File: src/rtl/data_mem_io_if.sv
// data_mem_io_if: core load/store bus, TX stream and GPIO pins of the data memory system.
interface data_mem_io_if;
    logic        MemWrite;
    logic [31:0] ALUResult;
    logic [31:0] WriteData;
    logic [31:0] ReadData;
    logic [31:0] tx_data;
    logic        tx_valid;
    logic        tx_ready;
    logic [31:0] gpio_out;
    modport slave (input MemWrite, ALUResult, WriteData, tx_ready,
                   output ReadData, tx_data, tx_valid, gpio_out);
    modport master (output MemWrite, ALUResult, WriteData, tx_ready,
                    input ReadData, tx_data, tx_valid, gpio_out);
endinterface

File: src/rtl/data_mem_io.sv
// data_mem_io: word RAM plus IO page (GPIO, cycle counter, TX FIFO) with combinational reads.
module data_mem_io #(
    parameter int          RAM_WORDS  = 64,
    parameter int          FIFO_DEPTH = 4,
    parameter logic [31:0] GPIO_RESET = 32'h0000_0000
) (
    input logic          clk,
    input logic          reset,
    data_mem_io_if.slave bus
);
    localparam int AW = $clog2(RAM_WORDS);
    localparam int PW = $clog2(FIFO_DEPTH);
    localparam int CW = PW + 1;
    localparam logic [1:0] SEL_GPIO = 2'd0;
    localparam logic [1:0] SEL_TX   = 2'd1;
    localparam logic [1:0] SEL_CYC  = 2'd2;
    localparam logic [1:0] SEL_STAT = 2'd3;

    logic [31:0]   r_ram [RAM_WORDS];
    logic [31:0]   r_fifo [FIFO_DEPTH];
    logic [PW-1:0] r_rd, r_wr;
    logic [CW-1:0] r_count;
    logic [31:0]   r_gpio, r_cycles;
    logic          r_ovf;

    logic          w_io, w_io_we, w_ram_we, w_push, w_pop, w_accept, w_full, w_empty;
    logic [1:0]    w_sel, w_cnt;
    logic [AW-1:0] w_idx;
    logic [31:0]   w_head, w_status;

    assign w_io     = bus.ALUResult[31];
    assign w_sel    = bus.ALUResult[3:2];
    assign w_idx    = bus.ALUResult[AW+1:2];
    assign w_io_we  = bus.MemWrite & w_io;
    assign w_ram_we = bus.MemWrite & ~w_io;
    assign w_empty  = r_count == '0;
    assign w_full   = r_count == CW'(FIFO_DEPTH);
    assign w_pop    = ~w_empty & bus.tx_ready;
    assign w_push   = w_io_we & (w_sel == SEL_TX);
    // A full FIFO still takes a push when the head leaves on the same edge
    assign w_accept = w_push & (~w_full | w_pop);
    assign w_head   = w_empty ? '0 : r_fifo[r_rd];
    assign w_cnt    = (FIFO_DEPTH == 4 || r_count <= CW'(3)) ? r_count[1:0] : 2'd3;
    assign w_status = {27'b0, r_ovf, w_full, w_empty, w_cnt};

    assign bus.ReadData = ~w_io                ? r_ram[w_idx] :
                          w_sel == SEL_GPIO    ? r_gpio :
                          w_sel == SEL_TX      ? w_head :
                          w_sel == SEL_CYC     ? r_cycles : w_status;
    assign bus.tx_data  = w_head;
    assign bus.tx_valid = ~w_empty;
    assign bus.gpio_out = r_gpio;

    always_ff @(posedge clk or negedge reset) begin
        if (!reset) begin
            r_gpio   <= GPIO_RESET;
            r_cycles <= '0;
            r_ovf    <= 1'b0;
            r_rd     <= '0;
            r_wr     <= '0;
            r_count  <= '0;
        end else begin
            r_cycles <= (w_io_we && w_sel == SEL_CYC) ? '0 : r_cycles + 32'd1;
            if (w_io_we && w_sel == SEL_GPIO) r_gpio <= bus.WriteData;
            if (w_io_we && w_sel == SEL_STAT && bus.WriteData[4]) r_ovf <= 1'b0;
            else if (w_push && !w_accept) r_ovf <= 1'b1;
            if (w_accept) r_wr <= r_wr + 1'b1;
            if (w_pop) r_rd <= r_rd + 1'b1;
            r_count <= r_count + CW'(w_accept) - CW'(w_pop);
        end
    end

    // Storage arrays are never reset; a stale FIFO slot is masked by r_count
    always_ff @(posedge clk) begin
        if (w_ram_we) r_ram[w_idx] <= bus.WriteData;
        if (w_accept) r_fifo[r_wr] <= bus.WriteData;
    end
endmodule

File: src/flat_wrapper.sv
// flat-port wrapper written by rule: the top's interface ports become plain ports
module data_mem_io_flat 
#(
    parameter int          RAM_WORDS  = 64,
    parameter int          FIFO_DEPTH = 4,
    parameter logic [31:0] GPIO_RESET = 32'h0000_0000
)
  (clk, reset, bus_MemWrite, bus_ALUResult, bus_WriteData, bus_tx_ready, bus_ReadData, bus_tx_data, bus_tx_valid, bus_gpio_out);
  data_mem_io_if bus_i ();
  input logic clk;
  input logic reset;
  input wire logic [$bits(bus_i.MemWrite)-1:0] bus_MemWrite;
  input wire logic [$bits(bus_i.ALUResult)-1:0] bus_ALUResult;
  input wire logic [$bits(bus_i.WriteData)-1:0] bus_WriteData;
  input wire logic [$bits(bus_i.tx_ready)-1:0] bus_tx_ready;
  output wire logic [$bits(bus_i.ReadData)-1:0] bus_ReadData;
  output wire logic [$bits(bus_i.tx_data)-1:0] bus_tx_data;
  output wire logic [$bits(bus_i.tx_valid)-1:0] bus_tx_valid;
  output wire logic [$bits(bus_i.gpio_out)-1:0] bus_gpio_out;
  assign bus_i.MemWrite = bus_MemWrite;
  assign bus_i.ALUResult = bus_ALUResult;
  assign bus_i.WriteData = bus_WriteData;
  assign bus_i.tx_ready = bus_tx_ready;
  assign bus_ReadData = bus_i.ReadData;
  assign bus_tx_data = bus_i.tx_data;
  assign bus_tx_valid = bus_i.tx_valid;
  assign bus_gpio_out = bus_i.gpio_out;
  data_mem_io #(.RAM_WORDS(RAM_WORDS), .FIFO_DEPTH(FIFO_DEPTH), .GPIO_RESET(GPIO_RESET)) u_core (.clk(clk), .reset(reset), .bus(bus_i));
endmodule
File: config.mk
export PLATFORM = sky130hd
export DESIGN_NAME = data_mem_io_flat
export DESIGN_NICKNAME = d
export VERILOG_FILES = /design/src/rtl/data_mem_io_if.sv /design/src/rtl/data_mem_io.sv /design/src/flat_wrapper.sv
export SDC_FILE = /design/constraint.sdc
export NUM_CORES = 2
export LEC_CHECK = 0
export CORE_AREA = 2 2 401 403
export DETAILED_ROUTE_END_ITERATION = 10
export DIE_AREA = 0 0 403 405
export PLACE_DENSITY = 0.71
export SETUP_SLACK_MARGIN = 0.02
export SYNTH_ARGS = -nofsm -noshare
export SYNTH_HDL_FRONTEND = slang
export SYNTH_SLANG_ARGS = --single-unit
File: constraint.sdc
create_clock -name clk -period 9.3 [get_ports clk]
set_clock_uncertainty 0.2 [all_clocks]
set_input_delay 2.325 -clock clk [delete_from_list [all_inputs] [get_ports clk]]
set_output_delay 2.325 -clock clk [all_outputs]
set_load 0.05 [all_outputs]
==> summary.md <==
| Metric | Value |
|---|---|
| Syn Nets | 4055 |
| DP Area | approximately 92000 µm² |
| Seq. cell area | between 60000 and 70000 µm² |
| Core Util, Final | 0.622 |
| Critical Path RT | between 6 and 7 ns |
| Prevailing post-synth register cell | edfxtp_1 |
| Final WS setup | approximately 0.63 ns |
| Critical path fanouts, max | 60 |
| DR vias | between 40000 and 50000 |
| Post-DP HPWL | 147000 µm |
| Num CTS Buffers | roughly 220 |
| Post-route cell area | between 90000 and 100000 µm² |
| WL per Instance | about 37 µm |
| Clock buffer depth | 3 |
| Yosys warning count | 0 |
| Maximum vdd drop | around 0.00023 V |
| Crit start category | primary input |
| Synth Cell Area | a little under 90000 µm² |
| Htree depth | 4 |
| DRC violation count after routing | 0 |
| Sequential fraction of the synthesis area | 0.772 |
| Mean Syn Cell Area | ~22 µm² |
| Clk slew on worst S/H paths | roughly 0.060 ns |
| Critical path class | in -> out |
| Final GP Congestion | 0.892 |
| Clock Tree Root | clkbuf_16 |
| DRT Wirelength | approximately 250000 µm |
| Post-CTS Resized | 0 |
| DRT Pass-1 Iters | 7 |
| Hold Slack | around 0.32 ns |
| Async SR Flop Fraction | 0.0320 |
| Flops & latches, synth | 2248 |
| Synth cell types | 74 |
| # placed instances | between 6000 and 7000 |
| First DRT Iteration DRCs | roughly 7300 |
| Grt ovf | 0 |
| Final total power | roughly 23 mW |
| Hold Path Class | reg -> reg |
| Final setup viols | 0 |
| CTS tree | done |
| RSZ-0062 raised after global routing | no |
| Antenna Nets Post-Route | 0 |
| Nets@finish | 4428 |
| Synth-to-layout area growth | 13.9% |
| Core area | between 150000 and 200000 µm² |
| Chip Height | 405 µm |
| EDFF count, synth | ~2200 |
| Worst Tran Pin Value | approximately 1.4 ns |
| Boundary Pins | between 150 and 200 |
| Worst slew margin | 0.0759 |
| Die width | between 400 and 500 µm |
| P_leak | 31.5 nW |
| Outcome | complete, no violations |
| Post-place setup slack | slightly below 1 ns |
| Largest net degree at the start of global routing | 85 |
| Standard-cell rows | roughly 150 |
| Port Buffers | 139 |
| Power Density | approximately 230 nW/µm² |
| Syn Inst Count | slightly below 4000 |
| Multi-input logic area | around 19000 µm² |
| Non-filler cells in the finished layout | between 6000 and 7000 |
| Arrival time at the worst endpoint | 6.15 ns |
| CTS sink count | 2248 |
| Crit. End Element | output port |
| Fmax | approximately 120 MHz |
| Fill cell total of the finished layout | 10700 |
| First-pass GRT wire length | ~340000 µm |
| Max-Cap Viols | 0 |
| Minimum clock period | 8.67 ns |
| Fin Setup TNS | 0 ns |
| Initial antenna violation count | 10 |
| Tot GR Track Use | 0.302 |
| Share of layout cells above drive strength 1 | 0.280 |
| Postcts setup bufs | 0 |
| Worst-Skew Late Latency | 0.84 ns |
| Endpoints failing hold | 0 |
| Die area | 163000 µm² |
| Slew Limit Fails | 0 |
| Fin crit share | 0.932 |
| Initial core utilization | 0.546 |
| Vias in the first global route | 43800 |
| Hold Buf Count CTS | 0 |
| Via/cell ratio | between 6 and 7 |
==> registers in the layout, indices dropped and copies added, names as in the netlist <==
name,cells
u_core.bus.gpio_out,32
u_core.r_count,3
u_core.r_cycles,32
u_core.r_fifo,128
u_core.r_ovf,1
u_core.r_ram,2048
u_core.r_rd,2
u_core.r_wr,2
==> final cells by class <==
cell class,instances,share of cell area
tap,2086,0.0263
sequential,2248,0.677
inverter,16,0.000631
multi-input combinational,1495,0.194
clock inverter,121,0.0107
clock buffer,280,0.0581
timing repair buffer,375,0.0334
antenna,2,0.0000505
==> worst paths after layout <==
path	to	slack, ns	startpoint	cells past startpoint
min	u_core.r_cycles[0]$_DFF_PN0_	0.32	u_core.r_cycles[0]$_DFF_PN0_	1
max in group asynchronous	u_core.r_rd[0]$_DFFE_PN0P_	6.76	reset	1
min in group asynchronous	u_core.bus.gpio_out[4]$_DFFE_PN0P_	1.44	reset	1
max	bus_ReadData[23]	0.63	bus_ALUResult[2]	8
max reg2reg	u_core.r_count[2]$_DFF_PN0_	6.45	u_core.r_count[1]$_DFF_PN0_	11
min reg2reg	u_core.r_cycles[0]$_DFF_PN0_	0.32	u_core.r_cycles[0]$_DFF_PN0_	1
==> cells by family after synthesis <==
group	Yosys count	synth area share
multiplexers	677	0.157
AND/OR/NAND/NOR	407	0.0229
adder cells (fa/ha/maj)	8	0.00124
XOR/XNOR	27	0.00272
buffers and inverters	236	0.0140
flip-flops	2248	0.772
AO/OA/AOI/OAI	376	0.0302
==> cells in the final DEF (no fill, tap or decap), types with 13 or more instances in the layout <==
cell             count
bufinv_16           15
clkbuf_1            57
mux2_2              39
buf_4              238
a22oi_1             98
mux4_2             548
nor2_4              65
and2_1              45
o22ai_1             24
clkbuf_16          220
clkdlybuf4s50_1     70
mux2i_1             90
nand3_1             26
buf_2               34
a2bb2oi_1           13
o21ai_0             36
nor2_1              59
nand2_1            104
inv_1               15
clkinv_1            49
edfxtp_1          2176
buf_12              31
a22o_1              15
a21oi_1             72
dfrtp_1             71
a31oi_1             17
xnor2_1             15
a221oi_1            27
clkinv_2            40
==> critical path: stages <==
cell and delay [ns]:
buf_8 0.54, buf_4 0.39, mux4_2 0.55, a31oi_1 0.58, o21ai_0 0.19, a211oi_1 0.84, a21oi_1 0.31, buf_4 0.30
==> report_power, final <==
| part | leakage (nW) | internal [mW] | total (mW) | switching, mW |
|---|---|---|---|---|
| Sequential | 20.5 | 11.2 | 11.4 | 0.130 |
| Clock | 3.33 | 4.78 | 8.52 | 3.74 |
| Combinational | 7.69 | 0.911 | 2.64 | 1.73 |
| Total | 31.5 | 16.9 | 22.5 | 5.60 |
==> metal layers <==
layer	routed length, µm	vias to the layer above	track usage	part of all wire
li1	-	17600	-	-
met4	11300	12	0.125	0.046
met5	80	-	0	0.00033
met1	88700	23900	0.417	0.36
met2	113000	3276	0.456	0.46
met3	32500	584	0.0902	0.13
==> synth_stat cells (11+ instances only) <==
cell | n | area [µm²]
dfrtp_1 | 72 | 1800
nor2_1 | 125 | 469
a22o_1 | 15 | 131
xor2_1 | 12 | 105
nor2b_1 | 14 | 87.6
o21ai_0 | 36 | 180
inv_1 | 15 | 56.3
buf_6 | 21 | 236
a22oi_1 | 98 | 736
mux2_2 | 39 | 439
mux2i_1 | 90 | 901
mux4_2 | 548 | 12300
edfxtp_1 | 2176 | 65300
buf_2 | 51 | 255
a21oi_1 | 72 | 360
buf_1 | 32 | 120
a221oi_1 | 27 | 236
a31oi_1 | 17 | 106
o22ai_1 | 24 | 150
nand3_1 | 26 | 130
nand2b_1 | 11 | 68.8
a2bb2oi_1 | 13 | 114
clkbuf_1 | 86 | 323
and2_1 | 44 | 275
xnor2_1 | 15 | 131
nor3_1 | 13 | 65.1
buf_4 | 30 | 225
nand2_1 | 104 | 390
Power figures use the tool's default switching activity.
